==> src/rtl/ctrl_seq.sv <==
// ctrl_seq: multi-cycle instruction sequencer for the 4-bit microprocessor.
//
// Runs one instruction at a time: FETCH latches the ROM word addressed by the
// external pc, DECODE screens for halt and illegal opcodes, EXEC issues ALU
// starts and resolves branches, WAIT covers the multi-cycle MUL, and ADVANCE
// releases the pc for exactly one edge. HALT is sticky until rst.
//
// Ports:
//   clk        in   system clock, rising edge
//   rst        in   asynchronous active-high reset
//   run        in   1 = execute, 0 = stop at the next instruction boundary
//   instr      in   [7:4] opcode, [3:0] operand, from ROM at pc_out
//   alu_done   in   multi-cycle ALU completion, only looked at in WAIT
//   zero_flag  in   ALU zero flag of the last completed result
//   busy       out  1 = pc holds, 0 = pc advances (ADVANCE only)
//   jump_flag  out  pc loads jump_addr at this edge
//   jump_addr  out  branch target, IR[3:0]
//   alu_op     out  ALU function, IR[6:4] (000 for LDI)
//   alu_start  out  one-cycle ALU start pulse in EXEC
//   reg_we     out  one-cycle register-file write in ADVANCE
//   imm        out  LDI immediate, IR[3:0]
//   halted     out  sticky: HALT, illegal opcode or ALU timeout
//   fault      out  sticky: illegal opcode or ALU timeout
//   state_out  out  current FSM state for debug
module ctrl_seq #(
    parameter int unsigned MAX_WAIT = 16
) (
    input  logic       clk,
    input  logic       rst,
    input  logic       run,
    input  logic [7:0] instr,
    input  logic       alu_done,
    input  logic       zero_flag,
    output logic       busy,
    output logic       jump_flag,
    output logic [3:0] jump_addr,
    output logic [2:0] alu_op,
    output logic       alu_start,
    output logic       reg_we,
    output logic [3:0] imm,
    output logic       halted,
    output logic       fault,
    output logic [2:0] state_out
);

    localparam logic [2:0] StIdle    = 3'd0;
    localparam logic [2:0] StFetch   = 3'd1;
    localparam logic [2:0] StDecode  = 3'd2;
    localparam logic [2:0] StExec    = 3'd3;
    localparam logic [2:0] StWait    = 3'd4;
    localparam logic [2:0] StAdvance = 3'd5;
    localparam logic [2:0] StHalt    = 3'd6;

    localparam logic [3:0] OpLdi = 4'h1;
    localparam logic [3:0] OpMul = 4'h7;
    localparam logic [3:0] OpJmp = 4'h8;
    localparam logic [3:0] OpJz  = 4'h9;
    localparam logic [3:0] OpJnz = 4'hA;
    localparam logic [3:0] OpHlt = 4'hF;

    // At least one bit so MAX_WAIT = 1 still elaborates.
    localparam int unsigned CntW = (MAX_WAIT > 1) ? $clog2(MAX_WAIT) : 1;
    localparam logic [CntW-1:0] CntLast = CntW'(MAX_WAIT - 1);

    logic [2:0]      state_q, state_d;
    logic [7:0]      ir_q, ir_d;
    logic            taken_q, taken_d;
    logic [CntW-1:0] cnt_q, cnt_d;
    logic            halted_q, halted_d;
    logic            fault_q, fault_d;

    logic [3:0] opcode;
    logic       in_advance;
    logic       op_alu;    // ADD..MUL: opcodes that start the ALU
    logic       op_write;  // LDI..MUL: opcodes that write the register file

    assign opcode   = ir_q[7:4];
    assign op_alu   = (opcode >= 4'h2) && (opcode <= OpMul);
    assign op_write = (opcode >= OpLdi) && (opcode <= OpMul);

    always_comb begin
        state_d  = state_q;
        ir_d     = ir_q;
        taken_d  = taken_q;
        cnt_d    = cnt_q;
        halted_d = halted_q;
        fault_d  = fault_q;
        case (state_q)
            StIdle: begin
                if (run) state_d = StFetch;
            end
            StFetch: begin
                ir_d    = instr;
                state_d = StDecode;
            end
            StDecode: begin
                if (opcode == OpHlt) begin
                    halted_d = 1'b1;
                    state_d  = StHalt;
                end else if (opcode > OpJnz) begin
                    // B..E are unassigned.
                    halted_d = 1'b1;
                    fault_d  = 1'b1;
                    state_d  = StHalt;
                end else begin
                    state_d = StExec;
                end
            end
            StExec: begin
                taken_d = (opcode == OpJmp) ||
                          ((opcode == OpJz) && zero_flag) ||
                          ((opcode == OpJnz) && !zero_flag);
                if (opcode == OpMul) begin
                    cnt_d   = '0;
                    state_d = StWait;
                end else begin
                    state_d = StAdvance;
                end
            end
            StWait: begin
                if (alu_done) begin
                    state_d = StAdvance;
                end else if (cnt_q == CntLast) begin
                    halted_d = 1'b1;
                    fault_d  = 1'b1;
                    state_d  = StHalt;
                end else begin
                    cnt_d = cnt_q + 1'b1;
                end
            end
            StAdvance: begin
                // run is only sampled here, so a drop never aborts an instruction.
                state_d = run ? StFetch : StIdle;
            end
            StHalt: begin
                state_d = StHalt;
            end
            default: begin
                state_d = StIdle;
            end
        endcase
    end

    always_ff @(posedge clk or posedge rst) begin
        if (rst) begin
            state_q  <= StIdle;
            ir_q     <= '0;
            taken_q  <= 1'b0;
            cnt_q    <= '0;
            halted_q <= 1'b0;
            fault_q  <= 1'b0;
        end else begin
            state_q  <= state_d;
            ir_q     <= ir_d;
            taken_q  <= taken_d;
            cnt_q    <= cnt_d;
            halted_q <= halted_d;
            fault_q  <= fault_d;
        end
    end

    // Strobes decode straight from state and IR, so reset clears them at once.
    assign in_advance = (state_q == StAdvance);
    assign busy       = !in_advance;
    assign jump_flag  = in_advance && taken_q;
    assign jump_addr  = ir_q[3:0];
    assign alu_op     = (opcode == OpLdi) ? 3'b000 : ir_q[6:4];
    assign alu_start  = (state_q == StExec) && op_alu;
    assign reg_we     = in_advance && op_write;
    assign imm        = ir_q[3:0];
    assign halted     = halted_q;
    assign fault      = fault_q;
    assign state_out  = state_q;

endmodule
==> config.mk <==
export PLATFORM = sky130hd
export DESIGN_NAME = ctrl_seq
export DESIGN_NICKNAME = d
export VERILOG_FILES = /design/src/rtl/ctrl_seq.sv
export SDC_FILE = /design/constraint.sdc
export NUM_CORES = 1
export LEC_CHECK = 0
export CORE_AREA = 2 2 51 53
export DETAILED_ROUTE_END_ITERATION = 7
export DIE_AREA = 0 0 53 55
export PLACE_DENSITY = 0.89
export SLEW_MARGIN = 20
export SYNTH_ARGS = -nofsm -noshare
export SYNTH_HDL_FRONTEND = slang
export SYNTH_SLANG_ARGS = --single-unit
export TNS_END_PERCENT = 5
==> constraint.sdc <==
create_clock -name clk -period 2.3 [get_ports clk]
set_clock_uncertainty 0.2 [all_clocks]
set_input_delay 0.46 -clock clk [delete_from_list [all_inputs] [get_ports clk]]
set_output_delay 0.46 -clock clk [all_outputs]
set_load 0.02 [all_outputs]
==> impl_results.md, run 1 <==
* Syn Inst Count at 97
* Max-capacitance violation count at 0
* Drt first pass iters at 4
* TritonCTS Buffers at 3
* DIE AREA at 2920 um2
* Post-CTS setup buffers at 0
* Worst-Margin Slew at 0.687 ns
* Mux share of post-synthesis cell area at 14.1%
* Remaining antenna violation count at 0
* Layout area overhead at 32.1%
* Warnings from Yosys at 0
* Startpoint class of the critical path: flip-flop
* Root buf cell: clkbuf_4
* Pins over their slew limit at 0
* Final wirelength at 2.45 mm
* Later-pin clock latency in the skew report at 0.32 ns
* Crit Path Category: flip-flop to output port
* RSZ-0062 raised after global routing: false
* Data required, critical path at 1.64 ns
* Clk sinks at 18
* Die H at 55 um
* Count leader, synth: dfrtp_1
* Maximum root-to-sink buffer count at 2
* N_diodes at 0
* Switching Fraction at 42.3%
* Worst path cell trace: nor2b_1 -> nand2_1 -> clkdlybuf4s50_1
* Vias in the first global route at 815
* Setup Viol. Count Final at 0
* CTS tree: built
* FFs w/ async S/R, synth at 100%
* Yosys top cell by area: dfrtp_1
* Slew HR at 54.2%
* Vias at 828
* Site Rows at 18
* Syn_area_per_cell at 10.7 um2
* Crit path capture type: output port
* DR iter-0 viols at 14
* Peak supply drop at 1010 uV
* Initial Util at 43.8%
* Sequential Power Share at 31.9%
* Worst hold slack at 0.297 ns
* DR WL/cell at 16.0 um
* Synthesized flop and latch total at 18
* Adder-cell share of the synthesized area at 1.21%
* Distinct cells, synth at 36
* Post-DP HPWL at 1.76 mm
* Largest net degree at the start of global routing at 19
* Worst EP arrival at 1.61 ns
* Hold crit path type: flip-flop to flip-flop
* Internal power at 1.13 mW
* Post-synth top cells: dfrtp_1, mux2_2, buf_4, clkbuf_1, nor3_1
* Largest fanout on the critical path at 3
* Synth top area share at 43.5%
* Hold Vio Cnt, Final at 0
* Final setup TNS at 0 ns
* Gr ovfl total at 0
* Overall routing resource usage at 18.7%
* GP Congestion at 0.770
* Layout cells sized above 1 at 19.5%
* NumNets Final at 138
* Main combinational cell family by area after synthesis: simple AND/OR/NAND/NOR gates
* Post-Synth Simple-Gate Area at 17.3%
* Port bufs at 32
* DRC at 0
* Top post-synthesis cells by area: dfrtp_1, mux2_2, buf_4
* Filler Cell Count at 199
* Status: completed
* Leak pwr at 0.570 nW
* IO Count at 33
* Initial antenna violation count at 0
* Die W at 53 um
* Vias per cell at 5.41
* CTS clock-pin slew for the worst setup and hold paths at 0.10 ns
* Cell Pwr Density at 1420 nW/um2
* Worst path max stage delay at 0.55 ns
* Clk pwr share at 10.7%
* Fin crit share at 98.9%
* Logic pwr share at 57.4%
* H-tree Lvls at 1
* Sequential element share of the synthesized area at 43.5%
* Syn nets at 111
* Post-synth EDFFs at 0
* Main synth FF type: dfrtp_1
* Tot Pwr at 1.95 mW
* Global-route wire length before repair at 3.87 mm
* Core area at 2360 um2
* Sw Pwr at 0.824 mW
* Final worst path period need at 2.27 ns
* Compound-Gate Fraction of Synth Area at 13.2%
* Mapped Area at 1040 um2
* Max frequency at 0.440 GHz
* CP max-delay cell: clkdlybuf4s50_1
* Xor/xnor share of the synthesized area at 0.845%
* Fin util at 57.9%
layout by cell type (no fill, tap or decap), types with 2 or more instances in the layout:
cell type and n:
a21oi_1 3, and3_1 2, buf_4 5, clkbuf_4 3, clkdlybuf4s50_1 28, dfrtp_1 17, dlygate4sd2_1 3, inv_1 2
mux2_2 9, mux2i_1 3, nand2_1 4, nand3_1 4, nand3b_1 2, nor2_1 4, nor2b_1 2, nor3_1 5
o21ai_0 3, o21bai_1 3
layout make-up:
type | count | area (um2) | share of cell area (%)
Tap cell | 30 | 37.5 | 2.74
Inverter | 2 | 7.51 | 0.548
Multi-Input combinational cell | 62 | 483 | 35.3
Clock buffer | 4 | 36.3 | 2.65
Timing Repair Buffer | 37 | 353 | 25.8
Sequential cell | 18 | 452 | 33.0
final timing paths:
| path | start | end | slack [ns] | cells after the start |
|---|---|---|---|---|
| min in group asynchronous | rst | ir_q[7] | 0.34 | 2 |
| max in group asynchronous | rst | state_out[0] | 1.08 | 2 |
| min | fault | fault | 0.30 | 1 |
| max | state_out[2] | busy | 0.03 | 3 |
| min reg2reg | fault | fault | 0.30 | 1 |
| max reg2reg | state_out[0] | cnt_q[0] | 0.22 | 4 |
registers in the layout (all words and copies together), names as in the netlist:
signal / count
ir_q: 8
cnt_q: 4
state_out: 3
fault: 1
halted: 1
taken_q: 1
cell families after synthesis:
family,after synthesis
AOI/OAI and AO/OA,17
xor gates and xnor gates,1
adders and majority gates,1
buffers and inverters,17
DFF,18
muxes,13
and+or+nand+nor,30
power groups by stage:
stage	sequential, mW	clock (mW)	combinational, mW
after CTS	0.617	0.207	1.12
after floorplan	0.601	0	0.779
after detailed placement	0.623	0	1.12
final	0.622	0.210	1.12
after global routing	0.647	0.220	1.19
after global placement	0.604	0	1.09
worst max-delay path, delay by kind of cell (launching register included):
family	cells	cell delay [ns]
DFF	1	0.39
and+or+nand+nor	2	0.35
buffers and inverters	1	0.55
metal layers:
layer  up-vias  global-route usage, %  share of wire [%]
met3         5                   4.30                7.9
met5         -                      0                  0
met1       396                   20.8                 38
met4         0                   8.12                2.7
li1        388                      -                  -
met2        39                   34.2                 51
what timing repair did:
| item | CTS | global route |
|---|---|---|
| endpoints found under the setup margin | 4 | 3 |
| cloned | 0 | 0 |
| hold buffers | 0 | 0 |
| gates resized for setup | 4 | 3 |
metrics by stage:
stage	setup WS [ns]	cells	instance area (um2)
detailed placement	0.151	149	1340
global placement	0.204	149	1340
finish	0.0254	153	1370
floorplan	0.0886	97	1040
global route	0.000655	153	1370
CTS	0.0439	153	1370
Note: power is estimated with default switching activity, not from simulation.
==> run 2: changes to the inputs <==
Settings changed: CORE_AREA 2 2 51 53 to 2 2 47 58, DIE_AREA 0 0 53 55 to 0 0 49 60, PLACE_DENSITY 0.89 to 0.88.
==> run 2 against run 1 <==
  * Via count fell by 3.3%
  * Die area rose by 0.86%
  * Utilization fell by 1.2 points
  * Largest cell class unchanged
  * Clock power fell by 6%
  * Critical endpoint unchanged
  * First-iteration DRC count rose by 43%
  * Sequential share of layout area fell by 0.18 points
  * Worst hold slack improved by 0.0065 ns
  * Fmax rose by 1.1%
  * Routed wire length fell by 9.3%
==> impl_results.md, run 2 (same netlist as run 1, synthesis figures left out) <==
* Overall routing resource usage at 16.7%
* R2R depth at 4
* Layout area overhead at 32.9%
* Maximum root-to-sink buffer count at 2
* DR iter-0 viols at 20
* Vias in the first global route at 874
* Gr ovfl total at 0
* Max-capacitance violation count at 0
* CP Depth at 3
* H-tree Lvls at 1
* Max reg flops at 8
* Hold Vio Cnt, Final at 0
* WP buf/inv at 1
* CP top delay family: buffers and inverters
* Logic pwr share at 57.6%
* Worst R2R Setup Slack at 0.23 ns
* Root buf cell: clkbuf_4
* Hold crit path type: flip-flop to flip-flop
* Core area at 2430 um2
* Reg2Reg Capture Point: cnt_q[0]
* Fin util at 56.7%
* Port bufs at 32
* Max frequency at 0.445 GHz
* Largest fanout on the critical path at 3
* Initial Util at 42.7%
* CTS tree: built
* Final setup TNS at 0 ns
* Remaining antenna violation count at 0
* Later-pin clock latency in the skew report at 0.30 ns
* Reg2reg start: state_out[0]
* CP max-delay cell: clkdlybuf4s50_1
* Worst hold slack at 0.303 ns
* Worst EP arrival at 1.59 ns
* Switching Fraction at 41.0%
* Pins over their slew limit at 0
* CTS clock-pin slew for the worst setup and hold paths at 0.11 ns
* DRC at 0
* Crit path capture type: output port
* Largest net degree at the start of global routing at 19
* Vias per cell at 5.13
* Global-route wire length before repair at 3.74 mm
* DR WL/cell at 14.2 um
* Startpoint class of the critical path: flip-flop
* Die W at 49 um
* Data required, critical path at 1.64 ns
* Internal power at 1.13 mW
* Worst setup path start: state_out[1]
* Crit Path Category: flip-flop to output port
* Inst Count DP at 152
* Initial antenna violation count at 0
* RSZ-0062 raised after global routing: false
* Fin crit share at 97.8%
* Setup Viol. Count Final at 0
* Slack of the critical path at 0.0503 ns
* Leak pwr at 0.578 nW
* Worst path max stage delay at 0.55 ns
* Peak supply drop at 851 uV
* Cell Pwr Density at 1390 nW/um2
* Slew HR at 53.7%
* Filler Cell Count at 220
* Status: completed
* Clk sinks at 18
* Worst slack, placed at 0.139 ns
* Most frequent cells in the layout: clkdlybuf4s50_1, dfrtp_1, mux2_2
* Worst path cell trace: nor2b_1 -> nand2_1 -> clkdlybuf4s50_1
* Clk pwr share at 10.3%
* N_diodes at 0
* Die H at 60 um
* Most common cell after layout, fill and taps aside: clkdlybuf4s50_1
* Drt first pass iters at 4
* Final wirelength at 2.22 mm
* TritonCTS Buffers at 3
* Vias at 801
* GP Congestion at 0.822
* Worst setup path end: busy
* Layout cells sized above 1 at 19.5%
* Final worst path period need at 2.25 ns
* Worst-Margin Slew at 0.694 ns
* IO Count at 33
* NumNets Final at 138
* Post-DP HPWL at 1.69 mm
* DIE AREA at 2940 um2
* Sw Pwr at 0.785 mW
* Layout Cells excl Fill at 156
* Post-CTS setup buffers at 0
* Top reg by flops: ir_q
* Site Rows at 20
* Sequential Power Share at 32.1%
==> run 2: worst reg2reg max path, cell delays in order, from the launching register on <==
cell and delay (ns):
dfrtp_1 0.44, buf_4 0.19, or3b_4 0.45, o32ai_4 0.35, mux2_4 0.33
==> run 2: layout make-up <==
type | instances | area [um2] | area share, %
Multi-Input combinational cell | 62 | 483 | 35.1
Sequential cell | 18 | 452 | 32.8
Timing Repair Buffer | 37 | 357 | 25.9
Tap cell | 33 | 41.3 | 3.00
Clock buffer | 4 | 36.3 | 2.64
Inverter | 2 | 7.51 | 0.545
==> run 2: worst min-delay path by stage <==
stage	startpoint	end	slack (ns)	cells after the start
2_1_floorplan	rst	cnt_q[0]	0.20	1
3_3_place_gp	taken_q	taken_q	0.26	2
3_5_place_dp	fault	fault	0.28	1
4_1_cts	fault	fault	0.31	1
5_1_grt	halted	halted	0.33	1
6_report	halted	halted	0.30	1
==> run 2: power groups by stage <==
stage	clock network (mW)	logic, mW	registers, mW
after floorplan	0	0.779	0.601
after global placement	0	1.10	0.605
after detailed placement	0	1.12	0.617
after CTS	0.202	1.12	0.612
after global routing	0.215	1.18	0.639
final	0.197	1.10	0.616
==> run 2: through the flow <==
step	area (um2)	total power, mW
after floorplan	1040	1.38
after global placement	1340	1.70
after detailed placement	1340	1.73
after CTS	1370	1.93
after global routing	1380	2.04
final	1380	1.92
==> run 2: metal layers <==
layer	track usage [%]	wire length (um)	vias up	part of all wire (%)
met5	0	0	-	0
met4	8.98	26	0	1.2
met3	2.25	138	4	6.2
met2	30.7	1090	31	49
met1	18.9	962	374	43
li1	-	-	392	-
==> run 2: repair_timing <==
item	CTS	global route
endpoints found under the hold margin	0	0
hold buffers	0	0
cloned	0	0
endpoints found under the setup margin	3	1
resized for setup	3	2
==> run 3: changes to the inputs <==
Settings changed: CORE_AREA 2 2 47 58 to 2 2 51 53, DIE_AREA 0 0 49 60 to 0 0 53 55, PLACE_DENSITY 0.88 to 0.89.
==> results of run 3 <==
No change in the layout: final DEF, timing and power equal those of run 1.
